`src/rtl/fpu_pkg.sv`:
```
// Shared FPU scheduling types: data widths, op codes, tag payload and scheduler FSM states.
package fpu_pkg;

  localparam int unsigned FPU_W     = 32;
  localparam int unsigned OP_W      = 4;
  localparam int unsigned TAG_IDX_W = 3;
  localparam int unsigned CNT_W     = 16;

  localparam logic [OP_W-1:0] OP_ADD = 4'b0000;
  localparam logic [OP_W-1:0] OP_SUB = 4'b0001;
  localparam logic [OP_W-1:0] OP_MUL = 4'b0010;
  localparam logic [OP_W-1:0] OP_DIV = 4'b0011;

  // Owner tag carried alongside each in-flight op; idx sized for up to 8 requesters.
  typedef struct packed {
    logic                 valid;
    logic [TAG_IDX_W-1:0] idx;
  } tag_t;

  typedef enum logic [1:0] {
    ST_RUN     = 2'd0,
    ST_DRAIN   = 2'd1,
    ST_DRAINED = 2'd2
  } sched_state_e;

  function automatic int unsigned idx_width(input int unsigned n);
    return (n > 1) ? $clog2(n) : 1;
  endfunction

endpackage

```
`src/rtl/rr_arbiter.sv`:
```
// Round-robin arbiter: first requester at or above ptr (with wrap) wins a one-hot grant.
module rr_arbiter
  import fpu_pkg::*;
#(
  parameter int unsigned NREQ  = 4,
  parameter int unsigned IDX_W = idx_width(NREQ)
) (
  input  logic [NREQ-1:0]  req,
  input  logic [IDX_W-1:0] ptr,
  input  logic             en,
  output logic [NREQ-1:0]  grant_c,
  output logic [IDX_W-1:0] grant_idx_c,
  output logic             grant_any_c
);

  logic [IDX_W-1:0] cand;

  always_comb begin
    grant_c     = '0;
    grant_idx_c = '0;
    grant_any_c = 1'b0;
    cand        = '0;
    for (int unsigned off = 0; off < NREQ; off++) begin
      cand = IDX_W'((32'(ptr) + off) % NREQ);
      if (en && !grant_any_c && req[cand]) begin
        grant_any_c    = 1'b1;
        grant_c[cand]  = 1'b1;
        grant_idx_c    = cand;
      end
    end
  end

endmodule

```
`src/rtl/fpu_rr_scheduler.sv`:
```
// Round-robin sharing of one fixed-latency fpu_top among NREQ requesters, with owner-tagged responses.
// Optional per-requester grant counters on issue_cnt when FPU_SCHED_STATS_EN is defined.
module fpu_rr_scheduler
  import fpu_pkg::*;
#(
  parameter int unsigned NREQ    = 4,
  parameter int unsigned FPU_LAT = 2
) (
  input  logic                   clk,
  input  logic                   rst,
  input  logic [NREQ-1:0]        req_valid,
  output logic [NREQ-1:0]        req_ready,
  input  logic [FPU_W*NREQ-1:0]  req_num1,
  input  logic [FPU_W*NREQ-1:0]  req_num2,
  input  logic [OP_W*NREQ-1:0]   req_op,
  output logic [FPU_W-1:0]       fpu_num1,
  output logic [FPU_W-1:0]       fpu_num2,
  output logic [OP_W-1:0]        fpu_op,
  input  logic [FPU_W-1:0]       fpu_result,
  output logic [NREQ-1:0]        rsp_valid,
  output logic [FPU_W-1:0]       rsp_result,
  input  logic                   drain,
  output logic                   idle
`ifdef FPU_SCHED_STATS_EN
  ,
  output logic [CNT_W*NREQ-1:0]  issue_cnt
`endif
);

  localparam int unsigned IDX_W = idx_width(NREQ);

  sched_state_e     state;
  sched_state_e     state_nxt;
  logic [IDX_W-1:0] rr_ptr;
  // Stage 0 is loaded with the operand registers; fpu_result lines up with stage FPU_LAT.
  tag_t             tags [FPU_LAT+1];

  logic             grant_en_c;
  logic             grant_any_c;
  logic [NREQ-1:0]  grant_c;
  logic [IDX_W-1:0] grant_idx_c;
  logic             pipe_busy_c;
  logic [FPU_W-1:0] sel_num1_c;
  logic [FPU_W-1:0] sel_num2_c;
  logic [OP_W-1:0]  sel_op_c;

  rr_arbiter #(
    .NREQ  (NREQ),
    .IDX_W (IDX_W)
  ) u_arb (
    .req         (req_valid),
    .ptr         (rr_ptr),
    .en          (grant_en_c),
    .grant_c     (grant_c),
    .grant_idx_c (grant_idx_c),
    .grant_any_c (grant_any_c)
  );

  always_ff @(posedge clk) begin
    if (rst) state <= ST_RUN;
    else     state <= state_nxt;
  end

  always_comb begin
    state_nxt = state;
    case (state)
      ST_RUN:     if (drain) state_nxt = ST_DRAIN;
      ST_DRAIN: begin
        if (!drain)           state_nxt = ST_RUN;
        else if (!pipe_busy_c) state_nxt = ST_DRAINED;
      end
      ST_DRAINED: if (!drain) state_nxt = ST_RUN;
      default:    state_nxt = ST_RUN;
    endcase
  end

  always_comb begin
    grant_en_c = 1'b0;
    idle       = 1'b0;
    grant_en_c = (state == ST_RUN) && !drain;
    idle       = (state == ST_DRAINED);
  end

  assign req_ready = grant_c;

  always_comb begin
    pipe_busy_c = 1'b0;
    for (int unsigned i = 0; i <= FPU_LAT; i++) pipe_busy_c = pipe_busy_c | tags[i].valid;
  end

  // One-hot grant selects the winning requester's operand slot.
  always_comb begin
    sel_num1_c = '0;
    sel_num2_c = '0;
    sel_op_c   = '0;
    for (int unsigned i = 0; i < NREQ; i++) begin
      if (grant_c[i]) begin
        sel_num1_c = sel_num1_c | req_num1[i*FPU_W +: FPU_W];
        sel_num2_c = sel_num2_c | req_num2[i*FPU_W +: FPU_W];
        sel_op_c   = sel_op_c   | req_op[i*OP_W +: OP_W];
      end
    end
  end

  always_ff @(posedge clk) begin
    if (rst) begin
      fpu_num1   <= '0;
      fpu_num2   <= '0;
      fpu_op     <= '0;
      rr_ptr     <= '0;
      rsp_valid  <= '0;
      rsp_result <= '0;
      for (int unsigned i = 0; i <= FPU_LAT; i++) tags[i] <= '0;
    end else begin
      if (grant_any_c) begin
        fpu_num1 <= sel_num1_c;
        fpu_num2 <= sel_num2_c;
        fpu_op   <= sel_op_c;
        rr_ptr   <= (grant_idx_c == IDX_W'(NREQ - 1)) ? '0 : IDX_W'(grant_idx_c + 1'b1);
      end
      tags[0] <= '{valid: grant_any_c, idx: TAG_IDX_W'(grant_idx_c)};
      for (int unsigned i = 1; i <= FPU_LAT; i++) tags[i] <= tags[i-1];
      rsp_valid <= '0;
      if (tags[FPU_LAT].valid) begin
        rsp_valid  <= NREQ'(1) << tags[FPU_LAT].idx;
        rsp_result <= fpu_result;
      end
    end
  end

`ifdef FPU_SCHED_STATS_EN
  logic [CNT_W-1:0] cnt_q [NREQ];

  always_ff @(posedge clk) begin
    if (rst) begin
      for (int unsigned i = 0; i < NREQ; i++) cnt_q[i] <= '0;
    end else begin
      for (int unsigned i = 0; i < NREQ; i++)
        if (grant_c[i] && (cnt_q[i] != '1)) cnt_q[i] <= CNT_W'(cnt_q[i] + 1'b1);
    end
  end

  always_comb begin
    issue_cnt = '0;
    for (int unsigned i = 0; i < NREQ; i++) issue_cnt[i*CNT_W +: CNT_W] = cnt_q[i];
  end
`endif

endmodule
```
`config.mk`:
```
export PLATFORM = sky130hd
export DESIGN_NAME = fpu_rr_scheduler
export DESIGN_NICKNAME = d
export VERILOG_FILES = /design/src/rtl/fpu_pkg.sv /design/src/rtl/rr_arbiter.sv /design/src/rtl/fpu_rr_scheduler.sv
export SDC_FILE = /design/constraint.sdc
export NUM_CORES = 1
export LEC_CHECK = 0
export CAP_MARGIN = 40
export CORE_AREA = 2 2 161 163
export CTS_BUF_LIST = sky130_fd_sc_hd__clkbuf_8
export DETAILED_ROUTE_END_ITERATION = 10
export DIE_AREA = 0 0 163 165
export PLACE_DENSITY = 0.58
export SYNTH_ARGS = -nofsm -noshare
export SYNTH_HDL_FRONTEND = slang
export SYNTH_SLANG_ARGS = --single-unit
```
`constraint.sdc`:
```
create_clock -name clk -period 5.4 [get_ports clk]
set_input_delay 0.81 -clock clk [delete_from_list [all_inputs] [get_ports clk]]
set_output_delay 0.81 -clock clk [all_outputs]
set_load 0.02 [all_outputs]
```
==> results of run 1 <==
## per-stage QoR
step                total power (W)  setup WS (ns)
floorplan                   0.00186           2.01
global placement            0.00243           1.05
detailed placement          0.00244           1.00
CTS                         0.00339          0.894
global route                0.00352          0.754
finish                      0.00334          0.949
## worst max-delay path, delay by kind of cell (launching register included)
family,cells,cell delay (ns)
muxes,1,0.66
adders and majority gates,1,0.51
AOI/OAI and AO/OA,2,0.22
DFF,1,0.31
buffers and inverters,3,1.07
and+or+nand+nor,2,0.43
## registers in the layout, summed over array words and instances (netlist names), named ones only
signal,flops
fpu_num2,32
fpu_op,4
tags,9
rr_ptr,1
rsp_result,32
state,2
rsp_valid,4
fpu_num1,32
## power by group
part | switching (W) | internal [W] | leakage, nW
combinational | 0.000775 | 0.000649 | 2.64
clock | 0.000451 | 0.000481 | 0.226
sequential | 0.0000412 | 0.000943 | 0.959
total | 0.00127 | 0.00207 | 3.82
## worst min-delay path by stage
stage | end | depth (start not counted)
final | tags[0][9] | 1
after global routing | tags[0][4] | 1
after CTS | tags[0][8] | 1
after detailed placement | tags[0][8] | 1
after global placement | tags[0][5] | 1
after floorplan | tags[0][4] | 1
## routing by layer
metal  GRT usage (%)  up-vias  wire length (µm)
met5               0        -                 0
li1                -     3567                 -
met3            5.22       37              2240
met4            7.08        0               678
met1            26.3     3571             12500
met2            36.0      340             14400
## cell type report
| cell class | count | area [µm²] |
|---|---|---|
| tap | 330 | 413 |
| clock inverter | 15 | 208 |
| inverter | 5 | 18.8 |
| clock buffer | 17 | 234 |
| sequential | 117 | 2340 |
| fill | 2463 | 13700 |
| timing repair buffer | 434 | 4320 |
| multi-input combinational | 519 | 3830 |
## kinds of logic after synthesis
kind of cell	synth area share (%)
AO/OA/AOI/OAI	34.5
XOR/XNOR	0.266
adder cells (fa/ha/maj)	1.33
buffers and inverters	6.58
flip-flops	35.6
multiplexers	7.03
AND/OR/NAND/NOR	14.7
## cells in the final DEF, fill, tap and decap left out, types with 8 or more instances in the layout
cell type	count
clkdlybuf4s50_1	418
dfxtp_1	116
nor2_1	113
nand2_1	70
a221oi_1	61
a22oi_1	52
mux2i_1	35
a311oi_2	34
a311oi_1	18
clkbuf_8	17
a222oi_1	16
a211oi_1	16
buf_4	15
nor2b_1	11
a32oi_1	8
==> results.yml, run 1 <==
status:
  status: "finished, final reports clean"
cts:
  post_cts_resized: 0
  htreeDepth: 4
  clk_latency_ns: 0.44
  cts_setup_buffers: 0
  cts_inserted_buffers: 17
  cts_tree: "done"
  cts.sinks: 117
  cts_hold_buf: 0
  clockBufferDepth: 2
  cts-root-buf: "clkbuf_8"
  clk_pin_slew_worst_paths_ns: 0.08
sta:
  fmax_ghz: 0.225
  hold_slack_ns: 0.442
  worst_pin_slew_ns: 0.902
  clock_skew_ns: 0.0171
  maxSlewHeadroom_pct: 39.9
  layout_min_cycle_time_ns: 4.45
  rsz0062_at_grt: "false"
  final-hold-violation-count: 0
  drv_slew: 0
  setup_viol_count_final: 0
  setup_tns_ns: 0
  post-route-period-util_pct: 82.4
routing:
  drtPass1Iterations: 8
  post-route-drc-count: 0
  wirelength_um: 29900
  dr.first_iter.drc_count: 571
  wire_per_inst_um: 20.8
  final_antenna_net_count: 0
  vias: 7515
  via_per_inst: 5.23
setup_path:
  cp_slowest_cell: "mux4_2"
  cp-start-kind: "register"
  r2r_cells: 10
  crit_end: "req_ready[1]"
  critical-path-max-stage-delay_ns: 0.66
  worstPathArrival_ns: 3.64
  reg2reg_slack_ns: 1.57
  crit_required_ns: 4.59
  crit_chain: "buf_4, inv_1, ha_1, mux4_2, nor2_4, and2_4, a22o_4, a21o_1, clkdlybuf4s50_1"
  critPathMaxFanout: 22
  r2r-end: "fpu_num2[29]"
  critical_path_class: "reg2out"
  cp-end-kind: "primary output"
min_path:
  hold_start: "tags[0][5]"
  min_path_type: "reg2reg"
grt:
  grt-ovfl-total: 0
  grt_pass1_wl_um: 43500
  grt_pass1_vias: 7291
  grt_max_degree: 69
  antenna_found_initial: 0
  grt_usage_pct: 21.2
floorplanning:
  die_y_um: 165
  dieArea_um2: 26900
  start_util_pct: 26.3
  die_w_um: 163
  placementRows: 58
  pin_count: 420
  core_um2: 25000
synth:
  syn_inst: 720
  synth_area_leaders: "dfxtp_1 36%, a221oi_1 8.1%, a311oi_2 7.8%"
  yosysWarnings: 0
  syn_area_um2: 6580
  synth_fp_nets: 1038
  synth_ff_type: "dfxtp_1"
  async_flop_share_pct: 0
  synth_edf_count: 0
  netlist.area_leader.share_pct: 35.6
  synth_area_leader_cell: "dfxtp_1"
  yosysUniqueCellTypes: 57
  synth_area_per_cell_um2: 9.14
  ys_seq_area_share_pct: 35.6
  synth_most_common_cell: "dfxtp_1"
  synthTopCellsByCount: "117 x dfxtp_1, 113 x nor2_1, 70 x nand2_1"
  ys_seq_elements: 117
placement:
  dp_hpwl_um: 21100
  place.gp.congestion: 0.813
  io_buffers: 419
  dp_cells: 1405
  placed_area_um2: 10900
cells_and_area:
  postLayoutCellArea_um2: 11400
  area_delta_synth_final_pct: 72.6
  num_antenna_cells: 0
  fin_util_pct: 45.4
  stdcell_count: 1437
  drive_above_1_share_pct: 9.21
  layout.nets: 1412
pwr:
  p_leak_nw: 3.82
  peakVddDrop_v: 0.000160
  powerDensity_nw_per_um2: 294
flow_run:
  drv_cap: 0
(Power assumes the default switching activity.)
==> inputs of run 2 (changes only) <==
--- a/config.mk
+++ b/config.mk
@@ -6,11 +6,11 @@
 export NUM_CORES = 1
 export LEC_CHECK = 0
 export CAP_MARGIN = 40
-export CORE_AREA = 2 2 161 163
+export CORE_AREA = 2 2 165 167
 export CTS_BUF_LIST = sky130_fd_sc_hd__clkbuf_8
 export DETAILED_ROUTE_END_ITERATION = 10
-export DIE_AREA = 0 0 163 165
-export PLACE_DENSITY = 0.58
+export DIE_AREA = 0 0 167 169
+export PLACE_DENSITY = 0.56
 export SYNTH_ARGS = -nofsm -noshare
 export SYNTH_HDL_FRONTEND = slang
 export SYNTH_SLANG_ARGS = --single-unit
==> constraint.sdc (replaced) <==
create_clock -name clk -period 4.3 [get_ports clk]
set_input_delay 0.645 -clock clk [delete_from_list [all_inputs] [get_ports clk]]
set_output_delay 0.645 -clock clk [all_outputs]
set_load 0.02 [all_outputs]
==> run 2 against run 1 <==
Net effect: worst setup slack got worse by 0.46 ns; flip-flop and latch count unchanged; global-route usage shrank 0.56 points; final cell count is 1.3% higher; power increased by 23%; sequential share of layout area decreased by 0.12 points; hold slack got worse by 0.0085 ns; largest power group unchanged.
==> results.yml, run 2 (synthesized netlist as in run 1, its figures left out) <==
cells_and_area:
  final_cell_mix: "418 x clkdlybuf4s50_1, 116 x dfxtp_1, 113 x nor2_1, 70 x nand2_1, 61 x a221oi_1"
  drive_above_1_share_pct: 9.70
  layout_commonest_cell: "clkdlybuf4s50_1"
  stdcell_count: 1456
  fillers: 2681
  area_delta_synth_final_pct: 73.5
  layout.nets: 1418
  postLayoutCellArea_um2: 11400
  top_regs: "fpu_num1 (32), fpu_num2 (32), rsp_result (32)"
routing:
  wirelength_um: 30800
  drtPass1Iterations: 5
  post-route-drc-count: 0
  dr.first_iter.drc_count: 418
  vias: 7630
  wire_per_inst_um: 21.2
  via_per_inst: 5.24
  final_antenna_net_count: 0
pwr:
  power.switching_w: 0.00165
  share_comb_of_total_power_pct: 44.3
  peakVddDrop_v: 0.000222
  powerDensity_nw_per_um2: 360
  power.share.sequential_pct: 30.2
  p_leak_nw: 3.84
  p_int_w: 0.00246
  power_w: 0.00411
  clkPwrFrac_pct: 25.5
  switching_share_pct: 40.3
cts:
  cts_tree: "done"
  clockBufferDepth: 2
  clk_latency_ns: 0.46
  cts_hold_buf: 0
  cts.sinks: 117
  clk_pin_slew_worst_paths_ns: 0.09
  htreeDepth: 4
  cts_setup_buffers: 0
  cts_inserted_buffers: 17
  cts-root-buf: "clkbuf_8"
  post_cts_resized: 0
flow_run:
  drv_cap: 0
floorplanning:
  placementRows: 60
  dieArea_um2: 28200
  pin_count: 420
  die_w_um: 167
  start_util_pct: 24.8
  die_y_um: 169
  core_um2: 26500
sta:
  post-route-period-util_pct: 88.7
  setup_tns_ns: 0
  setup_viol_count_final: 0
  layout_min_cycle_time_ns: 3.81
  worst_pin_slew_ns: 0.890
  maxSlewHeadroom_pct: 40.7
  clock_skew_ns: 0.0210
  rsz0062_at_grt: "false"
  final-hold-violation-count: 0
  drv_slew: 0
  fmax_ghz: 0.262
  hold_slack_ns: 0.434
setup_path:
  crit_chain: "clkdlybuf4s50_1, mux4_2, nor2_4, and2_4, a22o_4, a21o_1, clkdlybuf4s50_1"
  crit_required_ns: 3.65
  critPathMaxFanout: 12
  cp-end-kind: "primary output"
  critical-path-max-stage-delay_ns: 0.64
  critical_path_class: "in2out"
  crit_top_cell: "clkdlybuf4s50_1"
  worstPathArrival_ns: 3.17
  cp_slowest_cell: "mux4_2"
  reg2reg_slack_ns: 0.99
  cp-start-kind: "primary input"
placement:
  dp_cells: 1422
  io_buffers: 419
  placed_area_um2: 11000
  dp_hpwl_um: 22000
  place.gp.congestion: 0.849
min_path:
  min_path_type: "reg2reg"
grt:
  grt-ovfl-total: 0
  busiest_layer: "met2"
  gr-usage-met3_pct: 4.84
  grt_usage_pct: 20.7
  grtUsageMet1_pct: 26.2
  use_met2_pct: 34.5
  grt_max_degree: 69
  antenna_found_initial: 2
  grt_pass1_wl_um: 44900
  grt_pass1_vias: 7305
status:
  status: "finished, final reports clean"
run 2: power by group through the flow:
stage	sequential [W]	clock [W]	combinational, W
2_1_floorplan	0.00137	0	0.000965
3_3_place_gp	0.00127	0	0.00182
3_5_place_dp	0.00127	0	0.00183
4_1_cts	0.00124	0.00108	0.00184
5_1_grt	0.00126	0.00113	0.00195
6_report	0.00124	0.00105	0.00182
run 2: area by class of cell:
cell class                      instances  area, µm²  share of cell area [%]
Multi-Input combinational cell        519       3830                    33.5
Antenna cell                            2       5.00                  0.0438
Timing Repair Buffer                  440       4410                    38.6
Sequential cell                       117       2340                    20.5
Clock buffer                           17        234                    2.05
Tap cell                              341        427                    3.73
Inverter                                5       18.8                   0.164
Clock inverter                         15        158                    1.38
run 2: final timing paths:
path,cells after the start,startpoint,to
worst max register to register,9,register,fpu_num2[29]
worst min register to register,1,tags[0][4],tags[0][8]
worst min-delay path,1,tags[0][4],tags[0][8]
worst max-delay path,7,req_valid[3],req_ready[1]
run 2: layer usage:
layer	wire, µm	vias up
met3	2030	38
met4	663	0
met2	14900	333
met5	0	-
li1	-	3584
met1	13200	3675
run 2: worst max-delay path, delay by kind of cell:
kind / cells / cell delay (ns)
AOI/OAI and AO/OA: 2 / 0.21
muxes: 1 / 0.64
buffers and inverters: 2 / 1.24
and+or+nand+nor: 2 / 0.43
run 2: metrics by stage:
step | worst slack, ns | utilization [%]
floorplan | 1.07 | -
finish | 0.487 | 43.1
CTS | 0.506 | 43.1
global route | 0.377 | 43.1
global placement | 0.526 | 41.4
detailed placement | 0.496 | 41.6
